`config.mk`:
```
export PLATFORM = sky130hd
export DESIGN_NAME = opn_cpu_if
export DESIGN_NICKNAME = d
export VERILOG_FILES = /design/src/rtl/opn_bus_pkg.sv /design/src/rtl/opn_wr_fifo.sv /design/src/rtl/opn_cpu_if.sv
export SDC_FILE = /design/constraint.sdc
export NUM_CORES = 1
export LEC_CHECK = 0
export CAP_MARGIN = 20
export CORE_AREA = 3 3 72 74
export DETAILED_ROUTE_END_ITERATION = 7
export DIE_AREA = 0 0 75 77
export HOLD_SLACK_MARGIN = 0.15
export PLACE_DENSITY = 0.78
export SLEW_MARGIN = 20
export SYNTH_ARGS = -nofsm -noshare
export SYNTH_HDL_FRONTEND = slang
export SYNTH_SLANG_ARGS = --single-unit
```
`constraint.sdc`:
```
create_clock -name clk -period 4.7 [get_ports clk]
set_input_delay 0.705 -clock clk [delete_from_list [all_inputs] [get_ports clk]]
set_output_delay 0.705 -clock clk [all_outputs]
set_load 0.02 [all_outputs]
```
`src/rtl/opn_bus_pkg.sv`:
```
// ============================================================================
// Module : opn_bus_pkg
// Brief  : Shared types and constants for the OPN host bus responder.
// Rev    : 1.0  initial release
// ============================================================================
`default_nettype none

package opn_bus_pkg;

    typedef enum logic [1:0] {
        ST_IDLE  = 2'd0,
        ST_ISSUE = 2'd1,
        ST_HOLD  = 2'd2
    } state_t;

    localparam int STAT_BUSY   = 7;
    localparam int STAT_OVF    = 6;
    localparam int STAT_FLAG_B = 1;
    localparam int STAT_FLAG_A = 0;

    localparam logic [7:0] REG_KON     = 8'h28;
    localparam logic [7:0] REG_FBCN    = 8'hB0;
    localparam logic [7:0] REG_FNUM_LO = 8'hA0;
    localparam logic [7:0] REG_FNUM_HI = 8'hA4;
    localparam logic [7:0] REG_DTMUL   = 8'h30;

    function automatic logic [7:0] status_byte(input logic busy, input logic ovf,
                                               input logic flag_b, input logic flag_a);
        logic [7:0] s;
        s              = 8'h00;
        s[STAT_BUSY]   = busy;
        s[STAT_OVF]    = ovf;
        s[STAT_FLAG_B] = flag_b;
        s[STAT_FLAG_A] = flag_a;
        return s;
    endfunction

endpackage

`default_nettype wire

```
`src/rtl/opn_wr_fifo.sv`:
```
// ============================================================================
// Module : opn_wr_fifo
// Brief  : Synchronous FIFO for queued {addr,data} writes; pop before push.
// Rev    : 1.0  initial release
// ============================================================================
`default_nettype none

module opn_wr_fifo #(
    parameter int WIDTH = 16,
    parameter int DEPTH = 4
) (
    input  logic             clk,
    input  logic             rst_n,
    input  logic             i_push,
    input  logic             i_pop,
    input  logic [WIDTH-1:0] i_wdata,
    output logic [WIDTH-1:0] o_rdata,
    output logic             o_full,
    output logic             o_empty
);

    localparam int c_AW = $clog2(DEPTH);

    logic [WIDTH-1:0] r_mem [DEPTH];
    logic [c_AW-1:0]  r_wptr;
    logic [c_AW-1:0]  r_rptr;
    logic [c_AW:0]    r_count;
    logic             w_do_pop;
    logic             w_do_push;

    assign o_empty   = (r_count == '0);
    assign o_full    = (r_count == (c_AW+1)'(DEPTH));
    assign o_rdata   = r_mem[r_rptr];
    assign w_do_pop  = i_pop & ~o_empty;
    assign w_do_push = i_push & (~o_full | w_do_pop);

    always_ff @(posedge clk or negedge rst_n) begin
        if (!rst_n) begin
            r_wptr  <= '0;
            r_rptr  <= '0;
            r_count <= '0;
        end else begin
            if (w_do_push) r_wptr <= r_wptr + 1'b1;
            if (w_do_pop)  r_rptr <= r_rptr + 1'b1;
            case ({w_do_push, w_do_pop})
                2'b10:   r_count <= r_count + 1'b1;
                2'b01:   r_count <= r_count - 1'b1;
                default: r_count <= r_count;
            endcase
        end
    end

    always_ff @(posedge clk) begin
        if (w_do_push) r_mem[r_wptr] <= i_wdata;
    end

endmodule

`default_nettype wire

```
`src/rtl/opn_cpu_if.sv`:
```
// ============================================================================
// Module : opn_cpu_if
// Brief  : OPN host bus responder: A0-phased writes -> paced MMR strobes, status.
//          OPN_CPU_IF_WRITE_FIFO_EN selects a FIFO_DEPTH queue over a single slot.
// Rev    : 1.0  initial release
// ============================================================================
`default_nettype none

module opn_cpu_if
    import opn_bus_pkg::*;
#(
    parameter int BUSY_CYCLES = 32,
    parameter int FIFO_DEPTH  = 4
) (
    input  logic       clk,
    input  logic       rst_n,
    input  logic       i_cen,
    input  logic [7:0] i_din,
    input  logic       i_addr,
    input  logic       i_cs_n,
    input  logic       i_wr_n,
    input  logic       i_rd_n,
    input  logic       i_flag_a,
    input  logic       i_flag_b,
    output logic [7:0] o_dout,
    output logic [7:0] o_reg_addr,
    output logic [7:0] o_reg_data,
    output logic       o_reg_we,
    output logic       o_busy,
    output logic       o_ovf
);

    localparam logic [7:0] c_HOLD_LOAD = 8'(BUSY_CYCLES);

    state_t      r_state;
    state_t      w_state_nx;
    logic        r_wr_n_d;
    logic        r_rd_act;
    logic [7:0]  r_alat;
    logic        r_alat_v;
    logic        r_ovf;
    logic [7:0]  r_dout;
    logic [7:0]  r_reg_addr;
    logic [7:0]  r_reg_data;
    logic [7:0]  r_hold;
    logic        w_wr_edge;
    logic        w_data_wr;
    logic        w_push;
    logic        w_drop;
    logic        w_pop;
    logic        w_load;
    logic        w_full;
    logic        w_empty;
    logic [15:0] w_head;
    logic        w_rd_active;

    assign w_wr_edge   = ~i_cs_n & ~i_wr_n & r_wr_n_d;
    assign w_data_wr   = w_wr_edge & i_addr & r_alat_v;
    assign w_rd_active = ~i_cs_n & ~i_rd_n;

`ifdef OPN_CPU_IF_WRITE_FIFO_EN
    // A full queue still accepts when the drain pops the head this cycle.
    assign w_push = w_data_wr & (~w_full | w_pop);
    assign w_drop = w_data_wr & ~w_push;

    opn_wr_fifo #(
        .WIDTH (16),
        .DEPTH (FIFO_DEPTH)
    ) u_fifo (
        .clk     (clk),
        .rst_n   (rst_n),
        .i_push  (w_push),
        .i_pop   (w_pop),
        .i_wdata ({r_alat, i_din}),
        .o_rdata (w_head),
        .o_full  (w_full),
        .o_empty (w_empty)
    );
`else
    logic        r_hv;
    logic [15:0] r_hdata;
    logic        w_busy_core;

    assign w_full      = r_hv & (FIFO_DEPTH > 0);
    assign w_empty     = ~r_hv;
    assign w_head      = r_hdata;
    assign w_busy_core = w_full | (r_state == ST_ISSUE) | (r_hold != 8'd0);
    assign w_push      = w_data_wr & ~w_busy_core;
    assign w_drop      = w_data_wr & w_busy_core;

    always_ff @(posedge clk or negedge rst_n) begin
        if (!rst_n) begin
            r_hv    <= 1'b0;
            r_hdata <= 16'h0000;
        end else if (w_push) begin
            r_hv    <= 1'b1;
            r_hdata <= {r_alat, i_din};
        end else if (w_pop) begin
            r_hv    <= 1'b0;
        end
    end
`endif

    always_comb begin
        w_state_nx = r_state;
        w_pop      = 1'b0;
        w_load     = 1'b0;
        case (r_state)
            ST_IDLE: begin
                if (i_cen && !w_empty) begin
                    w_pop      = 1'b1;
                    w_load     = 1'b1;
                    w_state_nx = ST_ISSUE;
                end
            end
            ST_ISSUE: begin
                if (i_cen) w_state_nx = ST_HOLD;
            end
            ST_HOLD: begin
                if (i_cen && r_hold == 8'd0) begin
                    if (!w_empty) begin
                        w_pop      = 1'b1;
                        w_load     = 1'b1;
                        w_state_nx = ST_ISSUE;
                    end else begin
                        w_state_nx = ST_IDLE;
                    end
                end
            end
            default: w_state_nx = ST_IDLE;
        endcase
    end

    always_ff @(posedge clk or negedge rst_n) begin
        if (!rst_n) begin
            r_state    <= ST_IDLE;
            r_wr_n_d   <= 1'b1;
            r_rd_act   <= 1'b0;
            r_alat     <= 8'h00;
            r_alat_v   <= 1'b0;
            r_ovf      <= 1'b0;
            r_dout     <= 8'h00;
            r_reg_addr <= 8'h00;
            r_reg_data <= 8'h00;
            r_hold     <= 8'h00;
        end else begin
            r_state  <= w_state_nx;
            r_wr_n_d <= i_wr_n;
            r_rd_act <= w_rd_active;
            if (w_wr_edge && !i_addr) begin
                r_alat   <= i_din;
                r_alat_v <= 1'b1;
            end
            if (w_drop)                        r_ovf <= 1'b1;
            else if (r_rd_act && !w_rd_active) r_ovf <= 1'b0;
            r_dout <= w_rd_active ? status_byte(o_busy, r_ovf, i_flag_b, i_flag_a) : 8'h00;
            // Hold is armed as the issue slot begins so busy spans exactly BUSY_CYCLES+1 cen.
            if (w_load) begin
                r_reg_addr <= w_head[15:8];
                r_reg_data <= w_head[7:0];
                r_hold     <= c_HOLD_LOAD;
            end else if (i_cen && r_hold != 8'd0) begin
                r_hold     <= r_hold - 8'd1;
            end
        end
    end

    assign o_reg_we   = (r_state == ST_ISSUE) & i_cen;
    assign o_busy     = w_push | ~w_empty | (r_state == ST_ISSUE) | (r_hold != 8'd0);
    assign o_ovf      = r_ovf;
    assign o_dout     = r_dout;
    assign o_reg_addr = r_reg_addr;
    assign o_reg_data = r_reg_data;

endmodule

`default_nettype wire

```
---- Word level (Yosys, flattened, before mapping) ----
Cells that the tools add are included.
W data, S select, Z words.
storage, ports and cells
  output and inout bits ................... 27
  register bits after elaboration ......... 63
operators by class
  equality and inequality tests ........... 5
  $add $sub $neg .......................... 1
  reductions and logical operators ........ 14
  muxes and demuxes ....................... 16
  bitwise gates (word level) .............. 17
operator list
  cell                   count
  $mux W8                3
  $and A1 B1 Y1          8
  $logic_not A8 Y1       1
  $mux W1                8
  $reduce_bool A8 Y1     1
  $sub A8 B1 Y8 const B  1
  $mux W2                3
  $ne A2 B2 Y1 const B   3
  $pmux W2 S3            1
  $reduce_bool A2 Y1     3
  $logic_and A1 B1 Y1    5
  $or A1 B1 Y1           5
  $not A1 Y1             4
  $reduce_and A3 Y1      1
  $eq A2 B1 Y1 const B   1
  $eq A2 B2 Y1 const B   1
  $logic_not A1 Y1       2
  $logic_not A2 Y1       1
  $pmux W1 S2            1

---- Logic depth before layout (Yosys ltp) ----
Gate-level depths: netlist (run 1).
  word-level depth ........................ 10
  gate-level depth with buffers ........... 8
  gate-level depth less buffers ........... 6

---- Worst setup path before layout (run 1) ----
No wires, ideal clock.
  path kind ............................... input port to flip-flop
  start point ............................. input port i_cen
  end point ............................... register r_reg_data[6], in the netlist o_reg_data[6]
  setup time .............................. 125 ps
  cell stages on the path ................. 6
  data arrival time ....................... 1992 ps
  slack ................................... 2583 ps
  buffers on the path ..................... 2
  cell sequence ........................... buf_4 -> inv_1 -> or3_1 -> a21oi_1 -> buf_4 -> mux2_2
between the ends
  word-level cells in the longest chain between the ends .. 3
  elaborated cells between the ends (all ways) .. 5
RTL lines
  element                                 RTL line                              source
  start: declaration                      opn_cpu_if.sv:17                      input logic i_cen,
  $logic_and A1 B1 Y1 (on tied branches)  opn_cpu_if.sv:120, opn_cpu_if.sv:110
  $mux W1 (on tied branches)              opn_cpu_if.sv:120, opn_cpu_if.sv:110
  $pmux W1 S2 *                           opn_cpu_if.sv:108                     case (r_state)
  end signal: assignment                  opn_cpu_if.sv:160                     r_reg_data <= w_head[7:0];
  end: declaration                        opn_cpu_if.sv:44                      logic [7:0] r_reg_data;
Every way passes the cells marked *; elsewhere a longest branch is shown, timed or not.
A chain may end at the register's enable or synchronous reset.

---- Worst setup path in the final report (run 1) ----
  start point ............................. register r_hold[0]
  end point ............................... output port o_busy
between the ends
  word-level cells in the longest chain between the ends .. 7
RTL lines
  element                    RTL line                             source
  start: declaration         opn_cpu_if.sv:45                     logic [7:0] r_hold;
  start signal: assignment   opn_cpu_if.sv:161                    r_hold <= c_HOLD_LOAD;
  start signal: assignment   opn_cpu_if.sv:163                    r_hold <= r_hold - 8'd1;
  $reduce_bool A8 Y1 *       opn_cpu_if.sv:87, opn_cpu_if.sv:169
  $or A1 B1 Y1               opn_cpu_if.sv:87                     assign w_busy_core = w_full | (r_state == ST_ISSUE) | (r_hold != 8'd0);
  $not A1 Y1                 opn_cpu_if.sv:88                     assign w_push = w_data_wr & ~w_busy_core;
  $and A1 B1 Y1              opn_cpu_if.sv:88
  $or A1 B1 Y1 (2 in a row)  opn_cpu_if.sv:169                    assign o_busy = w_push | ~w_empty | (r_state == ST_ISSUE) | (r_hold != 8'd0);
  $or A1 B1 Y1 *             opn_cpu_if.sv:169
  end: declaration           opn_cpu_if.sv:29                     output logic o_busy,
Marked as above.

==> run metrics, run 1 <==
status completed; Most used DFF post-synth dfrtp_1; CP Buf/Inv Count 2; delay-heaviest family, CP simple AND/OR/NAND/NOR gates; Fillers 360; antenna-violating nets left 0; CTS clock-pin slew for the worst setup and hold paths 0.06 ns; hold wc startpoint r_alat_v; Area growth syn-to-layout 23.0%; vias 1496; Rel. slew slack 34.8%; Initial Utilization 52.7%; Crit path arrival time 2.45 ns; Layout Cells excl Fill 279; Placed Cells 263; Final Hold Vio Count 0; Pleak 1.45 nW; postcts setup bufs 0; final setup vio count 0; sequential power share 50.3%; total power 1.34 mW; port bufs 39; final core occ 64.8%; Syn Area/Cell 14.0 sq um; fin crit period 3.15 ns; worst vdd ir 0.000240 V; routed wire length 4160 microns; worst setup margin 1.55 ns; Worst Hold Margin 0.472 ns; clock power share 29.8%; per-cell routed wire length 14.9 microns; max-slew violation count 0; switching pwr 0.381 mW; CTS tree built; 1st-iter DRT viols 132; Async S/R FF share, synth 100%; Layout Nets 238; Final Cycle Share 67.1%; CTS Root Buffer Type clkbuf_8; max_cap viols 0; die height 77 microns; Synth Register Bits 59; Internal 0.954 mW; dpl hpwl 2730 microns; sequential area share after synthesis 60.2%; most common cell after layout, fill and taps aside dfrtp_1; DIE AREA 0.00578 sq mm; CTS H-tree lvls 3; Setup Crit Path Kind flop to output port; Row Count 25; number of global-route vias before repair 1463; # hold bufs at CTS 0; Post-synth EDFFs 0; largest net degree at the start of global routing 60; Syn Inst Count 176; design area 0.00302 sq mm; Final Skew 0.00459 ns; # DRC 0; I/O pin cnt 44; slowest CP cell clkdlybuf4s50_1; global-route wire length before repair 6990 microns; switch share 28.6%; clock buffer depth 2; unrepaired setup endpoints after global routing false; grt total ovfl 0; routed vias/inst 5.36; pre-CTS setup slack 1.52 ns; # resized after CTS 0; FMAX 0.317 GHz; Gate power share 19.9%; slowest stage delay, CP 0.56 ns; Power Density 442 mW/mm^2; placed instance area 0.00285 sq mm; die width 75 microns; clk_lat worst skew 0.33 ns; Core Region 0.00466 sq mm; clock buffer count from CTS 9; warnings from Yosys 0; Cell Chain, Critical Path inv_1 > ha_1 > nor3b_2 > and2_1 > nand3_1 > clkdlybuf4s50_1; number of diodes 0; Num Clock Sinks 59; Setup crit end kind output port; Req. time, crit path 3.99 ns; FF-to-FF Start r_hold[0]; most frequent cells in the layout 58 x dfrtp_1, 38 x clkdlybuf4s50_1, 31 x mux2_2; type of the worst min-delay path flop to flop; Worst-Margin Slew 0.979 ns; RePlAce Congestion 0.766; Critical Path Start r_hold[0]; Worst setup SP type flop; DRT Pass-1 Iters 4; fraction of layout cells with a size suffix above 1 27.1%; Synth cell types 34; Global Route Usage Sum 16.5%; mapped cell area 0.00246 sq mm; Max FO, Critical Path 9; setup_tns 0 ns; initial antenna violation count 0
path summary, 6_finish.rpt:
| path | end | slack, ns | cells past startpoint |
|---|---|---|---|
| max | o_busy | 1.55 | 6 |
| min | r_alat_v | 0.47 | 1 |
| max reg2reg | o_reg_data[7] | 2.22 | 6 |
| min reg2reg | r_alat_v | 0.47 | 1 |
| max in group asynchronous | r_hdata[4] | 3.71 | 2 |
| min in group asynchronous | r_state[0] | 0.53 | 2 |
registers in the layout (all words and copies together) (netlist names), 2 cells and up:
| register | count |
|---|---|
| r_hdata | 16 |
| r_alat | 8 |
| r_state | 2 |
| o_reg_data | 8 |
| o_reg_addr | 8 |
| o_dout | 4 |
| r_hold | 8 |
synth_stat cells (2+ instances only):
library cell / instances / area (sq um)
or3_1: 5 / 31.3
a21o_1: 3 / 22.5
mux2_2: 31 / 349
nor2_1: 8 / 30.0
buf_4: 7 / 52.6
mux2_4: 9 / 135
nand3_1: 4 / 20.0
buf_6: 2 / 22.5
a21oi_1: 9 / 45.0
dfrtp_1: 58 / 1450
xnor2_1: 2 / 17.5
nand4b_1: 2 / 17.5
and2_1: 5 / 31.3
nand2_1: 5 / 18.8
inv_1: 5 / 18.8
o21ai_0: 3 / 15.0
kinds of logic after synthesis:
kind of cell             count (synthesis)  share of synthesized area [%]
multiplexers                            40                           19.7
adder cells (fa/ha/maj)                  1                          0.509
AO/OA/AOI/OAI                           18                           4.23
AND/OR/NAND/NOR                         39                           10.2
buffers and inverters                   15                           3.97
XOR/XNOR                                 3                           1.07
other                                    1                          0.153
flip-flops                              59                           60.2
layer usage:
metal	up-vias	routed length, microns	GRT usage, %	share of wire (%)
met4	0	96	9.61	2.3
met1	744	1880	22.7	45
li1	697	-	-	-
met3	10	235	5.24	5.6
met5	-	0	0	0
met2	45	1960	22.6	47
layout make-up:
cell class	count	area, sq um	share of cell area (%)
Clock inverter	2	10.0	0.331
Inverter	5	18.8	0.621
Timing Repair Buffer	40	393	13.0
Clock buffer	14	163	5.38
Tap cell	54	67.6	2.24
Multi-Input combinational cell	105	892	29.5
Sequential cell	59	1480	48.9
power by group through the flow:
stage	combinational (mW)	clock, mW	sequential, mW
after floorplan	0.174	0	0.679
after global placement	0.261	0	0.674
after detailed placement	0.267	0	0.678
after CTS	0.269	0.411	0.670
after global routing	0.297	0.436	0.684
final	0.266	0.398	0.671
(Power assumes the default switching activity.)
==> run 2, diff against run 1 <==
CORE_AREA = 3 3 77 79   (was 3 3 72 74)
DIE_AREA = 0 0 80 82   (was 0 0 75 77)
PLACE_DENSITY = 0.71   (was 0.78)
clock period = 2.6 ns   (was 4.7 ns; I/O delays follow)
==> run 2 against run 1 <==
  * Die area grew 14%
  * Largest power group unchanged
  * Sequential power grew 82%
  * Largest cell class unchanged
  * Combinational power grew 86%
  * Worst hold slack lost 0.28 ns
==> run metrics, run 2 (synthesis gave the netlist of run 1 again) <==
most frequent cells in the layout 58 x dfrtp_1, 37 x clkdlybuf4s50_1, 31 x mux2_2 (was 58 x dfrtp_1, 38 x clkdlybuf4s50_1, 31 x mux2_2); slowest stage delay, CP 0.42 ns (was 0.56 ns); Req. time, crit path 2.21 ns (was 3.99 ns); area taken by multi-input logic gates 898 sq um (was 892 sq um); # DRC 0 (unchanged); vias 1445 (was 1496); die height 82 microns (was 77 microns); CP Buf/Inv Count 2 (unchanged); pre-CTS setup slack 0.232 ns (was 1.52 ns); Setup crit end kind output port (unchanged); worst setup margin 0.357 ns (was 1.55 ns); fraction of layout cells with a size suffix above 1 28.6% (was 27.1%); grt total ovfl 0 (unchanged); Max FO, Critical Path 5 (was 9); per-cell routed wire length 14.1 microns (was 14.9 microns); Row Count 27 (was 25); FMAX 0.446 GHz; number of global-route vias before repair 1579 (was 1463); Final Skew 0.00928 ns (was 0.00459 ns); Num Clock Sinks 59 (unchanged); antenna-violating nets left 0 (unchanged); largest net degree at the start of global routing 60 (unchanged); worst vdd ir 0.000435 V (was 0.000240 V); unrepaired setup endpoints after global routing false (unchanged); Rel. slew slack 51.6% (was 34.8%); Initial Utilization 45.4% (was 52.7%); delay-heaviest family, CP simple AND/OR/NAND/NOR gates (unchanged); Global Route Usage Sum 15.1% (was 16.5%); final setup vio count 0 (unchanged); DIE AREA 0.00656 sq mm (was 0.00578 sq mm); Worst Hold Margin 0.195 ns (was 0.472 ns); die width 80 microns (was 75 microns); global-route wire length before repair 7390 microns (was 6990 microns); Crit path arrival time 1.85 ns (was 2.45 ns); Final Hold Vio Count 0 (unchanged); clock buffer count from CTS 9 (unchanged); RePlAce Congestion 0.776 (was 0.766); Pleak 1.46 nW (was 1.45 nW); Worst-Margin Slew 0.725 ns (was 0.979 ns); slowest CP cell dfrtp_1 (was clkdlybuf4s50_1); Core Region 0.00541 sq mm (was 0.00466 sq mm); routed wire length 4220 microns (was 4160 microns); Final Cycle Share 86.3%; CTS H-tree lvls 3 (unchanged); status completed (unchanged); type of the worst min-delay path input pin to asynchronous set/reset pin (was flop to flop); CTS clock-pin slew for the worst setup and hold paths 0.06 ns (about the same); Worst setup SP type flop (unchanged); clock buffer depth 2 (unchanged); most common cell after layout, fill and taps aside dfrtp_1 (unchanged); Biggest register r_hdata (unchanged); max-slew violation count 0 (unchanged); Area growth syn-to-layout 25.3% (was 23.0%); CTS Root Buffer Type clkbuf_8 (unchanged); initial antenna violation count 0 (unchanged); Setup Crit Path Kind flop to output port (unchanged); setup_tns 0 ns (unchanged); fin crit period 2.24 ns; I/O pin cnt 44 (unchanged); CTS tree built (unchanged); max_cap viols 0 (unchanged); total power 2.43 mW (was 1.34 mW); number of flip-flops in the largest register 16 (unchanged); port bufs 39 (unchanged); Cell Chain, Critical Path inv_1 > ha_1 > nor3b_4 > and2_1 > nand3_1 > dlymetal6s2s_1 (was inv_1 > ha_1 > nor3b_2 > and2_1 > nand3_1 > clkdlybuf4s50_1); Sequential Area 0.00148 sq mm (unchanged); number of diodes 0 (unchanged); dpl hpwl 2790 microns (was 2730 microns); 1st-iter DRT viols 42 (was 132); clk_lat worst skew 0.33 ns (about the same); routed vias/inst 4.83 (was 5.36); Power Density 788 mW/mm^2 (was 442 mW/mm^2); Fillers 470 (was 360); Layout Nets 242 (was 238); DRT Pass-1 Iters 4 (unchanged)
-- run 2: path summary, 6_finish.rpt --
| path | start | end | slack [ns] | cells after the start |
|---|---|---|---|---|
| min in group clk | r_alat_v | r_alat_v | 0.48 | 1 |
| max in group asynchronous | rst_n | r_hdata[10] | 1.92 | 2 |
| worst min register to register | r_alat_v | r_alat_v | 0.48 | 1 |
| worst max-delay path | r_hold[0] | o_busy | 0.36 | 6 |
| worst max register to register | r_hold[0] | r_hdata[0] | 0.45 | 7 |
| worst min-delay path | rst_n | r_hold[1] | 0.20 | 2 |
-- run 2: per-stage QoR --
step           std cells  utilization [%]  cell area (sq um)
6_report             299             56.9               3080
5_1_grt              299             56.9               3080
4_1_cts              299             56.9               3080
3_5_place_dp         285             53.7               2900
3_3_place_gp         285             53.7               2900
2_1_floorplan        179                -               2470
-- run 2: final cells by class --
class                           instances  area share (%)
Clock buffer                           12            5.04
Clock inverter                          2           0.407
Inverter                                5           0.610
Multi-Input combinational cell        105            29.2
Sequential cell                        59            48.0
Tap cell                               72            2.93
Timing Repair Buffer                   44            13.8
-- run 2: worst reg2reg max path: cells and delay by family, from the launching register on --
family	cells	cell delay, ns
adders and majority gates	1	0.22
buffers and inverters	2	0.25
DFF	1	0.42
muxes	1	0.39
and+or+nand+nor	3	0.74
-- run 2: layer usage --
layer | GRT usage, % | part of all wire [%]
met1 | 18.4 | 48
met2 | 23.3 | 44
met3 | 7.24 | 6.6
met4 | 5.57 | 1.4
met5 | 0 | 0
-- run 2: timing repair --
action | in CTS | in global routing
endpoints found under the setup margin | 1 | 1
gates cloned | 0 | 0
resized for setup | 1 | 1
buffers inserted | 0 | 0
hold buffers | 0 | 0
-- run 2: power breakdown --
part	switching, mW	internal [mW]
logic	0.230	0.266
clock network	0.329	0.385
registers	0.142	1.08
